===== src/rtl/clock_set_ctrl.sv =====
// Mode/set controller for a digital clock: cycles RUN -> SET_HR -> SET_MIN on btn_mode,
// issues manual and auto-repeat increments from btn_inc, and gates the seconds tick.
module clock_set_ctrl #(
    parameter int REPEAT_DELAY  = 25000000,
    parameter int REPEAT_PERIOD = 5000000
) (
    input  logic       clk,
    input  logic       reset,
    input  logic       sec_tick,
    input  logic       btn_mode,
    input  logic       btn_inc,
    output logic       auto_inc,
    output logic       min_manual_inc,
    output logic       hr_manual_inc,
    output logic       sec_clear,
    output logic [1:0] mode,
    output logic       blink
);

    localparam int HOLD_MAX = (REPEAT_DELAY > REPEAT_PERIOD) ? REPEAT_DELAY : REPEAT_PERIOD;
    localparam int HOLD_W   = $clog2(HOLD_MAX + 1);

    localparam logic [HOLD_W-1:0] CNT_ONE  = HOLD_W'(1);
    localparam logic [HOLD_W-1:0] CNT_MAX  = '1;
    localparam logic [HOLD_W-1:0] DELAY_C  = HOLD_W'(REPEAT_DELAY);
    localparam logic [HOLD_W-1:0] PERIOD_C = HOLD_W'(REPEAT_PERIOD);

    typedef enum logic [1:0] {
        ST_RUN     = 2'b00,
        ST_SET_HR  = 2'b01,
        ST_SET_MIN = 2'b10
    } state_t;

    typedef enum logic [1:0] {
        HOLD_IDLE   = 2'b00,
        HOLD_DELAY  = 2'b01,
        HOLD_REPEAT = 2'b10
    } hold_t;

    state_t            r_state, w_state_next;
    hold_t             r_hold, w_hold_next;
    logic [HOLD_W-1:0] r_hold_cnt, w_hold_cnt_next, w_hold_cnt_inc, w_hold_limit;

    logic r_mode_prev, r_inc_prev;
    logic r_auto_inc, r_hr_inc, r_min_inc, r_sec_clear, r_blink;

    logic w_mode_press, w_inc_press, w_manual;
    logic w_auto_inc, w_hr_inc, w_min_inc, w_sec_clear, w_blink;

    assign w_mode_press = btn_mode & ~r_mode_prev;
    assign w_inc_press  = btn_inc  & ~r_inc_prev;

    always_comb begin
        // NOTE: every signal gets a default first so no path leaves it unassigned (no latches).
        w_state_next    = r_state;
        w_hold_next     = HOLD_IDLE;
        w_hold_cnt_next = '0;
        w_manual        = 1'b0;
        w_hold_cnt_inc  = (r_hold_cnt == CNT_MAX) ? r_hold_cnt : r_hold_cnt + CNT_ONE;
        w_hold_limit    = (r_hold == HOLD_REPEAT) ? PERIOD_C : DELAY_C;

        if (w_mode_press) begin
            case (r_state)
                ST_RUN:    w_state_next = ST_SET_HR;
                ST_SET_HR: w_state_next = ST_SET_MIN;
                default:   w_state_next = ST_RUN;
            endcase
        end

        // A mode press makes next != current, which drops a coincident inc press.
        if (r_state != ST_RUN && w_state_next == r_state && btn_inc) begin
            if (w_inc_press) begin
                w_hold_next = HOLD_DELAY;
                w_manual    = 1'b1;
            end else if (r_hold != HOLD_IDLE) begin
                if (w_hold_cnt_inc == w_hold_limit) begin
                    w_hold_next = HOLD_REPEAT;
                    w_manual    = 1'b1;
                end else begin
                    w_hold_next     = r_hold;
                    w_hold_cnt_next = w_hold_cnt_inc;
                end
            end
        end

        w_auto_inc  = sec_tick & (w_state_next == ST_RUN);
        w_hr_inc    = w_manual & (r_state == ST_SET_HR);
        w_min_inc   = w_manual & (r_state == ST_SET_MIN);
        w_sec_clear = (r_state == ST_SET_MIN) & (w_state_next == ST_RUN);

        if (w_state_next == ST_RUN) begin
            w_blink = 1'b0;
        end else if (w_state_next != r_state) begin
            w_blink = 1'b1;
        end else begin
            w_blink = r_blink ^ sec_tick;
        end
    end

    always_ff @(posedge clk) begin
        // NOTE: history tracks the live level even in reset, so a button held through release is not a press.
        r_mode_prev <= btn_mode;
        r_inc_prev  <= btn_inc;
        if (reset) begin
            r_state     <= ST_RUN;
            r_hold      <= HOLD_IDLE;
            r_hold_cnt  <= '0;
            r_auto_inc  <= 1'b0;
            r_hr_inc    <= 1'b0;
            r_min_inc   <= 1'b0;
            r_sec_clear <= 1'b0;
            r_blink     <= 1'b0;
        end else begin
            r_state     <= w_state_next;
            r_hold      <= w_hold_next;
            r_hold_cnt  <= w_hold_cnt_next;
            r_auto_inc  <= w_auto_inc;
            r_hr_inc    <= w_hr_inc;
            r_min_inc   <= w_min_inc;
            r_sec_clear <= w_sec_clear;
            r_blink     <= w_blink;
        end
    end

    assign auto_inc       = r_auto_inc;
    assign hr_manual_inc  = r_hr_inc;
    assign min_manual_inc = r_min_inc;
    assign sec_clear      = r_sec_clear;
    assign mode           = r_state;
    assign blink          = r_blink;

endmodule


===== config.mk =====
export PLATFORM = sky130hd
export DESIGN_NAME = clock_set_ctrl
export DESIGN_NICKNAME = d
export VERILOG_FILES = /design/src/rtl/clock_set_ctrl.sv
export SDC_FILE = /design/constraint.sdc
export NUM_CORES = 1
export LEC_CHECK = 0
export ABC_AREA = 1
export CAP_MARGIN = 20
export CORE_MARGIN = 8
export CORE_UTILIZATION = 53
export CTS_BUF_LIST = sky130_fd_sc_hd__clkbuf_4 sky130_fd_sc_hd__clkbuf_8
export DETAILED_ROUTE_END_ITERATION = 12
export MAX_ROUTING_LAYER = met4
export PLACE_DENSITY = 0.71
export SKIP_CTS_REPAIR_TIMING = 1
export SYNTH_ARGS = -nofsm -noshare
export SYNTH_HDL_FRONTEND = slang
export SYNTH_SLANG_ARGS = --single-unit

===== constraint.sdc =====
create_clock -name clk -period 2.5 [get_ports clk]
set_input_delay 0.25 -clock clk [delete_from_list [all_inputs] [get_ports clk]]
set_output_delay 0.25 -clock clk [all_outputs]
set_load 0.01 [all_outputs]

-- Word-level counts from Yosys, hierarchy flattened
Index checks and enable logic that the tools add are counted.
- flip-flop bits (word level): 36
- input port bits: 5
- output and inout port bits: 7
- add/sub/neg operators: 1
- equal/unequal tests: 8
- muxes and demuxes: 12
- bitwise logic cells: 11
- reduce and logical (&&, ||, !) cells: 10
- operators by type and width (operator ; number):
    $mux W25 ; 2
    $add A25 B1 Y25 const B ; 1
    $eq A25 B25 Y1 ; 1
    $eq A25 B25 Y1 const B ; 1
    $mux W1 ; 8
    $and A1 B1 Y1 ; 6
    $reduce_or A5 Y1 ; 1
    $eq A2 B2 Y1 const B ; 2
    $logic_not A2 Y1 ; 2
    $not A1 Y1 ; 4
    $pmux W2 S2 ; 1
    $reduce_bool A2 Y1 ; 2
    $reduce_or A2 Y1 ; 2
    $reduce_or A4 Y1 ; 1
    $ne A3 B2 Y1 const B ; 1
    $eq A2 B1 Y1 const B ; 1
    $eq A2 B2 Y1 ; 1
    $logic_and A1 B1 Y1 ; 2
    $mux W2 ; 1
    $ne A2 B2 Y1 ; 1
    $xor A1 B1 Y1 ; 1

-- Longest topological paths before layout
- depth after elaboration: 8
- gate-level depth with buffers: 17

-- Worst setup path before layout
No wires, ideal clock.
- path kind: register to register
- start point: register r_hold_cnt[0]
- end point: register r_hold_cnt[2]
- arrival: 2.172 ns
- path slack: 0.206 ns
- cell stages (with the launch flop): 17
- buffers on the path: 2
- path through: dfxtp_1 > ha_1 > inv_2 > nor2_4 > nand2_4 > nor2_4 > nand2_4 > buf_6 > nand2_1 > nand2_1 > nor3_1 > nor2_1 > nor2_1 > nand2_2 > nand2_4 > buf_8 > nor2_1
- cells in the longest elaborated chain, start to end: 4
- elaborated cells on any way between the ends: 5
- ends and longest elaborated chain (what ; line ; text):
    start, declared ; 42 ; logic [HOLD_W-1:0] r_hold_cnt, w_hold_cnt_next, w_hold_cnt_inc, w_hold_limit;
    start signal, assigned ; 116 ; r_hold_cnt <= w_hold_cnt_next;
    $add A25 B1 Y25 or $eq A25 B25 Y1 (tied branches) ; 59 ; w_hold_cnt_inc = (r_hold_cnt == CNT_MAX) ? r_hold_cnt : r_hold_cnt + CNT_ONE;
    $mux W25 * ; 59 ;
    $eq A25 B25 Y1 ; 76 ; if (w_hold_cnt_inc == w_hold_limit) begin
    $reduce_or A5 Y1 (no line) ; - ;
Every way passes the cells marked *; elsewhere a longest branch is shown, timed or not.
A chain may end at the register's enable or synchronous reset.

-- Final worst setup path
- start point: register r_hold_cnt[4]
- end point: register r_hold_cnt[24]
Same word-level chain as after synthesis.

==> summary by stage <==
Timing
Setup repair after global routing left no endpoint under its margin. On the final layout, the worst clock skew is 0.00844 ns. The portion of the clock cycle consumed by the worst path in the final layout is 93.6%.

Setup violations remaining at the end of the flow were counted as 0. The count of pins over their slew limit is 0. The highest clock frequency the design can meet is 427 MHz. The count of final hold-check violations is 0. Setup total negative slack on the finished layout was measured at 0 ns. For the finished layout, the period the worst path requires is 2.34 ns. The worst pin sits at a relative slew slack of 35.6%. The transition time at the pin with the least slew margin is 0.959 ns. The hold slack is 0.433 ns.

Drt
The iteration-0 DRC count of the detailed router is 215. The number of nets with antenna violations after routing is 0. The number of detailed-route iterations in the first pass is 4. Summed over all layers, the routed wires come to 5020 um. The detailed-route vias per instance is 4.99. Across all layers, the routed design uses 2009 vias.

The average wire length per cell after detail routing is 12.5 um. The number of design rule violations left after detail routing is 0.

Global route
The initial antenna violation count is 0. Global routing used 18.2% of the available tracks. The number of global-route vias before repair is 1970.

After global routing the overflow that remains totals 0. The first global-routing pass estimated 8720 um of wire. The pin count of the biggest net entering global routing is 26.

Floorplan
The floorplan step defined a die boundary enclosing 6080 um^2. The effective utilization at floorplan is 55.2%. The floorplan step set the die width to 78.0 um.

The total I/O pin count is 12. The floorplan row count is 22. From bottom edge to top edge, the die measures 78.0 um. In this run the standard cell core region covers 3690 um^2.

Final layout
At the end of the flow, the number of nets in the layout was 360. Once layout is complete, the cells apart from fillers number 403. The fraction of layout instances using a drive strength above 1 is 10.7%. The antenna cell count is 0. Compared with the post-synthesis result, the final layout area differs by 18.1%.

Critical path
In this run the worst path has a maximum fanout of 12. The count of cells along the worst register-to-register path is 13. For this design, the slowest cell found on the critical path is dfxtp_1. For this run, the slowest stage of the critical path takes 0.41 ns.

The startpoint identified for the worst register-to-register timing path is r_hold_cnt[4]. STA classifies the critical path startpoint as a flop. Data arrives at the worst endpoint at 2.52 ns.

The critical path starts at r_hold_cnt[4]. Data on the critical path is required at its endpoint by 2.68 ns. The timing endpoint of the critical path is r_hold_cnt[24]. The worst register-to-register path ends at r_hold_cnt[24]. The worst setup path is of the reg -> reg kind. Traced cell by cell, the critical path runs through nand2_1 > nor2_1 > nand2_4 > nor2_4 > nand2_4 > clkinvlp_4 > nor2_1 > nor3_1 > nor2_1 > nor2_1 > nand2_2 > nand2_4 > a21oi_1. The cell seen most often among critical-path stages is nor2_1. The kind of capture point of the worst setup path is a flop. The setup check on the worst reg-to-reg path leaves a slack of 0.16 ns.

Clock network
The CTS root buffer is clkbuf_8. The clock latency on the worst-skew pair is 0.29 ns. In this run the deepest clock path goes through 2 buffers. Counting the buffers created by CTS gives 5. Clock-pin slew was measured on the worst setup and hold paths at 0.07 ns. TritonCTS built the clock tree.

CTS saw 36 sinks. The CTS H-tree depth is 2.

Place
Routability-driven placement finished with a final weighted congestion of 0.916. The total placed cells including tap cells is 394. Detailed placement finished with a half-perimeter wire length of 3890 um. The number of buffers added on ports is 11.

Synthesis
The yosys synthesis warning count is 0. The post-synth design cell area is 2040 um^2. Synthesis handed over a netlist of 327 instances. The number of distinct library cells after synthesis is 27.

The synthesized netlist net count is 333. Dividing the synthesized area by the synthesized cell count gives 6.23 um^2. The sequential-to-total area share from yosys stat is 35.4%. The number of flip-flops and latches in the synthesized netlist is 36.

Worst hold path
The path category of the worst min-delay check is in -> reg.

Flow run
The tool flagged a number of max-cap violations equal to 0.

Power and ir drop
The power per cell area is 492 nW/um^2. The cell leakage power is 0.000977 uW. The power consumption is 1180 uW. The worst-case vdd ir drop is 384 uV.

Run status
The flow ran to the end, and the final reports show no timing, DRC or antenna violations.
-- worst min path at each step --
| stage | from | to | slack, ns | depth (start not counted) |
|---|---|---|---|---|
| after floorplan | btn_inc | r_inc_prev | 0.28 | 0 |
| after global placement | r_hold[0] | r_hold[0] | 0.48 | 2 |
| after detailed placement | r_hold[0] | r_hold[0] | 0.47 | 2 |
| after CTS | btn_mode | r_mode_prev | 0.43 | 1 |
| after global routing | btn_mode | r_mode_prev | 0.44 | 1 |
| final | btn_mode | r_mode_prev | 0.43 | 1 |
-- cell type report --
class,instances,area (um^2)
multi-input cells,254,1170
fillers,342,1280
well taps,48,60.1
clock buffers,7,96.3
repair buffers,23,200
inverters,34,131
flip-flops and latches,36,721
clock inverters,1,30.0
-- per-stage QoR --
stage                     instance area, um^2  setup slack, ns  utilization, %
after global placement                   2250            0.173            61.0
after detailed placement                 2250            0.168            61.0
after CTS                                2380            0.143            64.5
after floorplan                          2040            0.206               -
final                                    2410            0.160            65.2
after global routing                     2410          0.00941            65.2
-- power by group --
| part | total, uW | internal (uW) | switching, uW |
|---|---|---|---|
| Clock | 561 | 352 | 209 |
| Sequential | 584 | 580 | 4.10 |
| Combinational | 39.3 | 20.2 | 19.0 |
-- sequential cells by signal (all words and copies together) (netlist names) --
name / cells
hr_manual_inc: 1
r_inc_prev: 1
r_hold: 2
min_manual_inc: 1
auto_inc: 1
r_mode_prev: 1
r_hold_cnt: 25
sec_clear: 1
mode: 2
blink: 1
-- Yosys cell counts --
| library cell | number | area [um^2] |
|---|---|---|
| nand2_1 | 103 | 387 |
| nor2_1 | 73 | 274 |
| dfxtp_1 | 36 | 721 |
| inv_1 | 32 | 120 |
| nand3_1 | 21 | 105 |
| a21oi_1 | 15 | 75.1 |
| or2_2 | 7 | 43.8 |
| nor3_1 | 5 | 25.0 |
| nand4_1 | 4 | 25.0 |
| nand2_4 | 3 | 33.8 |
| nand3b_1 | 3 | 22.5 |
| o21ai_0 | 3 | 15.0 |
| xnor2_1 | 3 | 26.3 |
| xor2_1 | 3 | 26.3 |
| buf_8 | 2 | 30.0 |
| nor2_4 | 2 | 22.5 |
| o21bai_1 | 2 | 15.0 |
| a21boi_0 | 1 | 7.51 |
| a31oi_1 | 1 | 6.26 |
| buf_2 | 1 | 5.00 |
| buf_6 | 1 | 11.3 |
| clkinv_1 | 1 | 3.75 |
| ha_1 | 1 | 12.5 |
| inv_2 | 1 | 3.75 |
| nand2_2 | 1 | 6.26 |
| o211ai_1 | 1 | 7.51 |
| or3_1 | 1 | 6.26 |
-- cell usage in the layout, fill, tap and decap left out, drive strengths merged --
cell           Yosys  final
nand2            107    108
nor2              75     75
dfxtp             36     36
inv               33     33
nand3             21     21
a21oi             15     15
buf                4     12
clkdlybuf4s50      0     11
or2                7      7
clkbuf             0      7
nor3               5      5
nand4              4      4
xnor2              3      3
nand3b             3      3
xor2               3      3
o21ai              3      3
o21bai             2      2
clkinvlp           0      1
o211ai             1      1
a21boi             1      1
or3                1      1
a31oi              1      1
ha                 1      1
bufinv             0      1
-- critical path: cells and delay by family, from the launching register on --
kind	cells	cell delay, ns
AND/OR/NAND/NOR	11	1.65
flip-flops	1	0.41
buffers and inverters	1	0.11
AO/OA/AOI/OAI	1	0.05
-- cell families after synthesis --
logic type	count (synthesis)	synth area share, %
xor gates and xnor gates	6	2.58
adders and majority gates	1	0.614
and+or+nand+nor	223	46.7
buffers and inverters	38	8.54
AOI/OAI and AO/OA	23	6.20
DFF	36	35.4
-- layer usage --
layer,routed length [um],vias up,GRT usage (%),share of wire [%]
li1,-,1071,-,-
met1,2320,876,22.1,46
met2,2330,53,28.7,46
met3,283,9,4.15,5.6
met4,85,0,6.85,1.7
met5,0,-,-,0
Note: power is estimated with default switching activity, not from simulation.
